### src/rtl/multiplier_seq_nibble.sv
// -----------------------------------------------------------------------------
// multiplier_seq_nibble
//   Iterative unsigned WIDTH x WIDTH multiplier with a one-time carry-in.
//   Each RUN cycle multiplies the multiplicand by one 4-bit digit of the
//   multiplier (least significant digit first) and adds the shifted digit
//   product into a 2*WIDTH accumulator. The final result is
//   PRODUCT = A*B + carry_in.
//
//   Parameters
//     WIDTH      operand width; multiple of 4 and >= 4 (N = WIDTH/4 digits)
//
//   Ports
//     clk        rising-edge clock
//     reset      synchronous active-high reset; wins over every other event
//     in_valid   A, B and carry_in are valid
//     in_ready   an operation can be accepted (IDLE only)
//     A          multiplicand, unsigned
//     B          multiplier, unsigned
//     carry_in   added once to the product
//     out_valid  PRODUCT and carry_out are valid (DONE)
//     out_ready  consumer takes the result
//     PRODUCT    registered 2*WIDTH-bit A*B + carry_in
//     carry_out  registered; 1 when the upper WIDTH bits of PRODUCT are non-zero
//
//   Timing: out_valid rises N clock edges after the accepting edge and stays
//   high with a stable result until out_ready is seen. No new operation is
//   accepted on the handoff edge.
// -----------------------------------------------------------------------------
module multiplier_seq_nibble #(
    parameter int WIDTH = 16
) (
    input  logic                 clk,
    input  logic                 reset,
    input  logic                 in_valid,
    output logic                 in_ready,
    input  logic [WIDTH-1:0]     A,
    input  logic [WIDTH-1:0]     B,
    input  logic                 carry_in,
    output logic                 out_valid,
    input  logic                 out_ready,
    output logic [2*WIDTH-1:0]   PRODUCT,
    output logic                 carry_out
);

    localparam int N     = WIDTH / 4;
    // A 1-bit counter is kept even for N=1 so the vector never has zero width.
    localparam int CNT_W = (N > 1) ? $clog2(N) : 1;
    localparam logic [CNT_W-1:0] CNT_LAST = CNT_W'(N - 1);
    localparam logic [CNT_W-1:0] CNT_ZERO = CNT_W'(0);
    localparam logic [CNT_W-1:0] CNT_ONE  = CNT_W'(1);

    typedef enum logic [1:0] {
        ST_IDLE = 2'd0,
        ST_RUN  = 2'd1,
        ST_DONE = 2'd2
    } state_t;

    state_t             state_r;
    logic [CNT_W-1:0]   cnt_r;
    logic [2*WIDTH-1:0] acc_r;
    // Multiplicand pre-shifted by 4*cnt, so the digit product lands in place
    // without a variable shifter.
    logic [2*WIDTH-1:0] mcand_r;
    // Multiplier shifted right one digit per RUN cycle; bits [3:0] are the
    // digit of the current step.
    logic [WIDTH-1:0]   mplier_r;

    logic [2*WIDTH-1:0] pp_s;
    logic [2*WIDTH-1:0] acc_nxt_s;
    logic               upper_nz_s;

    // Exact digit product: a (shifted) multiplicand times one 4-bit digit.
    // Computed at full 2*WIDTH so nothing is truncated.
    function automatic logic [2*WIDTH-1:0] digit_product(
        input logic [2*WIDTH-1:0] mcand,
        input logic [3:0]         digit
    );
        digit_product = mcand * {{(2*WIDTH-4){1'b0}}, digit};
    endfunction

    // Overflow flag for a WIDTH-bit truncation of the full product.
    function automatic logic upper_nonzero(input logic [2*WIDTH-1:0] value);
        upper_nonzero = |value[2*WIDTH-1:WIDTH];
    endfunction

    // Next accumulator value for the current RUN step and its overflow flag.
    // The sum cannot overflow 2*WIDTH bits: (2^W-1)^2 + 1 < 2^(2W).
    always_comb begin
        pp_s       = digit_product(mcand_r, mplier_r[3:0]);
        acc_nxt_s  = acc_r + pp_s;
        upper_nz_s = upper_nonzero(acc_nxt_s);
    end

    // Control FSM, datapath registers and registered handshake/result outputs.
    always_ff @(posedge clk) begin
        if (reset) begin
            state_r   <= ST_IDLE;
            cnt_r     <= CNT_ZERO;
            acc_r     <= {(2*WIDTH){1'b0}};
            mcand_r   <= {(2*WIDTH){1'b0}};
            mplier_r  <= {WIDTH{1'b0}};
            PRODUCT   <= {(2*WIDTH){1'b0}};
            carry_out <= 1'b0;
            out_valid <= 1'b0;
            in_ready  <= 1'b1;
        end else begin
            case (state_r)
                ST_IDLE: begin
                    if (in_valid) begin
                        mcand_r  <= {{WIDTH{1'b0}}, A};
                        mplier_r <= B;
                        // carry_in enters here, once, and never per digit.
                        acc_r    <= {{(2*WIDTH-1){1'b0}}, carry_in};
                        cnt_r    <= CNT_ZERO;
                        in_ready <= 1'b0;
                        state_r  <= ST_RUN;
                    end else begin
                        state_r  <= ST_IDLE;
                    end
                end

                ST_RUN: begin
                    acc_r    <= acc_nxt_s;
                    mcand_r  <= mcand_r << 3'd4;
                    mplier_r <= mplier_r >> 3'd4;
                    if (cnt_r == CNT_LAST) begin
                        // Last digit: publish the final sum directly so the
                        // result is valid on the DONE entry edge.
                        PRODUCT   <= acc_nxt_s;
                        carry_out <= upper_nz_s;
                        out_valid <= 1'b1;
                        cnt_r     <= CNT_ZERO;
                        state_r   <= ST_DONE;
                    end else begin
                        cnt_r     <= cnt_r + CNT_ONE;
                        state_r   <= ST_RUN;
                    end
                end

                ST_DONE: begin
                    // in_ready stays low through the handoff edge, so a
                    // pending in_valid is only taken on a later edge.
                    if (out_ready) begin
                        out_valid <= 1'b0;
                        in_ready  <= 1'b1;
                        state_r   <= ST_IDLE;
                    end else begin
                        state_r   <= ST_DONE;
                    end
                end

                default: begin
                    out_valid <= 1'b0;
                    in_ready  <= 1'b1;
                    cnt_r     <= CNT_ZERO;
                    state_r   <= ST_IDLE;
                end
            endcase
        end
    end

endmodule

### config.mk
export PLATFORM = sky130hd
export DESIGN_NAME = multiplier_seq_nibble
export DESIGN_NICKNAME = d
export VERILOG_FILES = /design/src/rtl/multiplier_seq_nibble.sv
export SDC_FILE = /design/constraint.sdc
export NUM_CORES = 1
export LEC_CHECK = 0
export CELL_PAD_IN_SITES_DETAIL_PLACEMENT = 0
export CELL_PAD_IN_SITES_GLOBAL_PLACEMENT = 1
export CORE_ASPECT_RATIO = 1.75
export CORE_MARGIN = 2
export CORE_UTILIZATION = 30
export DETAILED_ROUTE_END_ITERATION = 16
export PLACE_DENSITY = 0.55
export SLEW_MARGIN = 5
export SYNTH_ARGS = -nofsm -noshare
export SYNTH_HDL_FRONTEND = slang
export SYNTH_SLANG_ARGS = --single-unit
### constraint.sdc
create_clock -name clk -period 9.9 [get_ports clk]
set_input_delay 2.475 -clock clk [delete_from_list [all_inputs] [get_ports clk]]
set_output_delay 2.475 -clock clk [all_outputs]
set_load 0.05 [all_outputs]
==> impl_results.md <==
- Peak VDD IR: 0.000133 V
- Die Area: 32700 µm²
- Post-DP HPWL: 18.6 mm
- CTS Buf Count: 17
- Hold_sp: PRODUCT[14]$_SDFFE_PP0P_
- Crit. Startpoint: mplier_r[2]$_SDFFE_PP0P_
- Switch share: 29.1%
- Setup TNS: 0 ps
- Initial antenna violation count: 0
- CP endpoint kind: flop
- Clock skew: 9.19 ps
- TritonRoute pass-1 iters: 4
- Routed Antenna Nets: 0
- Standard-cell rows: 85
- CP arrival: 6330 ps
- CTS tree: built
- CTS-repair resized insts: 0
- Setup violators final: 0
- PortBufs: 71
- H-tree Lvls: 4
- Nets: 1353
- Fillers: 3269
- Commonest non-fill, non-tap cell in the layout: nand2_1
- Clock network power share: 48.7%
- Diodes inserted: 0
- P_int: 997 µW
- Synth top area cells: dfxtp_1, fa_1, nand2_1, and2_1, a21oi_1
- Die height: 238 µm
- Minimum clock period: 6040 ps
- Final Cycle Share: 61.0%
- Switch Pwr: 408 µW
- Status: finished clean
- Worst setup SP type: flop
- Syn Std Cell Area: 9350 µm²
- Largest net degree at the start of global routing: 85
- DR vias: 7719
- Area Overhead vs Synth: 16.9%
- Top_reg_cell synth: dfxtp_1
- Core area: 30700 µm²
- Vias per cell: 4.83
- Via count of the first global-routing pass: 7968
- Util after Layout: 35.6%
- Worst-margin pin slew: 983 ps
- Drt drc: 0
- Maximum fanout along the worst path: 31
- Post-Synthesis Cells: 1169
- Share of the synthesized area in the top cell type: 25.5%
- Final hold violation count: 0
- Post-CTS Setup Bufs: 0
- Drt total wl: 25.8 mm
- Die width: 137 µm
- Wirelength per Cell: 16.2 µm
- Fin. max-slew vios: 0
- Starting DRT DRC Count: 348
- Synth Net Count: 1328
- Combinational share of power: 13.9%
- Leakage power: 0.00463 µW
- Clock latency on the worst-skew pair: 440 ps
- GRT overflow: 0
- Number of synthesized flops with an enable pin: 0
- Critical Path RT: 10190 ps
- Max Buffers Root-to-Sink: 2
- Crit path kind: reg -> reg
- Hold_buf cts: 0
- Yosys warns: 0
- First-pass GRT wire length: 43.0 mm
- Final worst slack: 3860 ps
- Worst hold-check path type: reg -> reg
- Worst-path clk slew: 60 ps
- Reg2reg start: mplier_r[2]$_SDFFE_PP0P_
- Multi-input logic area: 6160 µm²
- GP Congestion: 0.821
- Max Clock Freq: 166 MHz
- Sink Count: 119
- Fraction of registers with async set/reset: 0%
- Slew margin rel.: 34.4%
- Gr usage total: 17.0%
- Seq cells post-synth: 119
- Cell taking the most area after synthesis: dfxtp_1
- RSZ-0062 raised after global routing: no
- Dpl ws: 3880 ps
- Post-synthesis sequential area ratio: 25.5%
- Max Cap Viol: 0
- Starting Density: 30.4%
- Commonest non-fill, non-tap cells in the layout: nand2_1, inv_1, dfxtp_1, and2_1, a21oi_1
- Cell Pwr Density: 128 nW/µm²
- Mean post-synth cell area: 8.00 µm²
- Sequential Power Share: 37.4%
- Root buf cell: clkbuf_16
- Register Area: 2380 µm²
- Share of cells above drive strength 1: 4.47%
- I/O pin cnt: 72
- Post-synth cell types: 61
==> cell usage after synthesis, drive strengths merged, types with 8 or more instances <==
library cell	number
a211oi	10
a21o	17
a21oi	106
a311oi	27
a31oi	10
and2	110
and3	8
buf	15
clkbuf	55
dfxtp	119
fa	86
ha	36
inv	137
nand2	185
nand3	53
nor2	72
nor3	10
o21ai	15
xnor2	15
xor2	8
==> sequential cells by signal, indices dropped and copies added, names as in the netlist <==
signal     count
acc_r         32
cnt_r          2
mplier_r      16
out_valid      1
in_ready       1
mcand_r       32
PRODUCT       32
state_r        2
carry_out      1
==> metal layers <==
metal | wire, µm | global-route usage [%]
met1 | 12100 | 22.3
met2 | 12600 | 28.0
met3 | 567 | 2.75
met4 | 599 | 6.09
met5 | 0 | 0
==> worst paths after layout <==
check	endpoint	cells after the start	slack (ps)
min	PRODUCT[14]$_SDFFE_PP0P_	2	450
max	carry_out$_SDFFE_PP0P_	16	3860
min reg2reg	PRODUCT[14]$_SDFFE_PP0P_	2	450
max reg2reg	carry_out$_SDFFE_PP0P_	16	3860
==> power groups by stage <==
stage / Combinational (µW) / Sequential, µW / Clock [µW]
6_report: 195 / 525 / 685
3_3_place_gp: 197 / 537 / 0
3_5_place_dp: 196 / 537 / 0
4_1_cts: 198 / 526 / 709
5_1_grt: 221 / 530 / 724
2_1_floorplan: 148 / 519 / 0
==> kinds of logic (layout without fill, tap and decap cells) <==
family          after synthesis  after routing  share of synthesized area [%]
buf+inv                     208            246                           8.92
flops                       119            119                           25.5
mux                           1              1                          0.107
xor+xnor                     24             24                           2.39
compound gates              224            224                           15.5
fa+ha+maj                   122            122                           23.2
simple gates                471            471                           24.4
==> cell type report <==
cell class	instances	share of cell area (%)
tap	391	4.47
timing repair buffer	77	6.89
inverter	137	4.70
clock buffer	18	4.02
clock inverter	14	1.83
sequential	119	21.8
multi-input combinational	842	56.3
==> critical path, stage by stage (launching register included) <==
cell,delay (ps)
dfxtp_1,940
and2_1,270
fa_1,450
fa_1,550
inv_1,50
fa_1,490
inv_1,40
ha_1,390
and3_4,220
a221o_1,440
a21o_1,250
a2111oi_4,380
a311oi_1,140
nor4_1,450
or4b_1,500
nor4_1,240
nor3_1,70
==> per-stage QoR <==
step,power [µW],area [µm²],hold slack (ps),std cells
6_report,1410,10900,451,1598
5_1_grt,1470,10900,470,1598
4_1_cts,1430,10900,454,1598
3_5_place_dp,733,10300,446,1566
3_3_place_gp,734,10300,444,1566
2_1_floorplan,666,9350,448,1169
No activity file was read; power rests on OpenSTA's default activity.
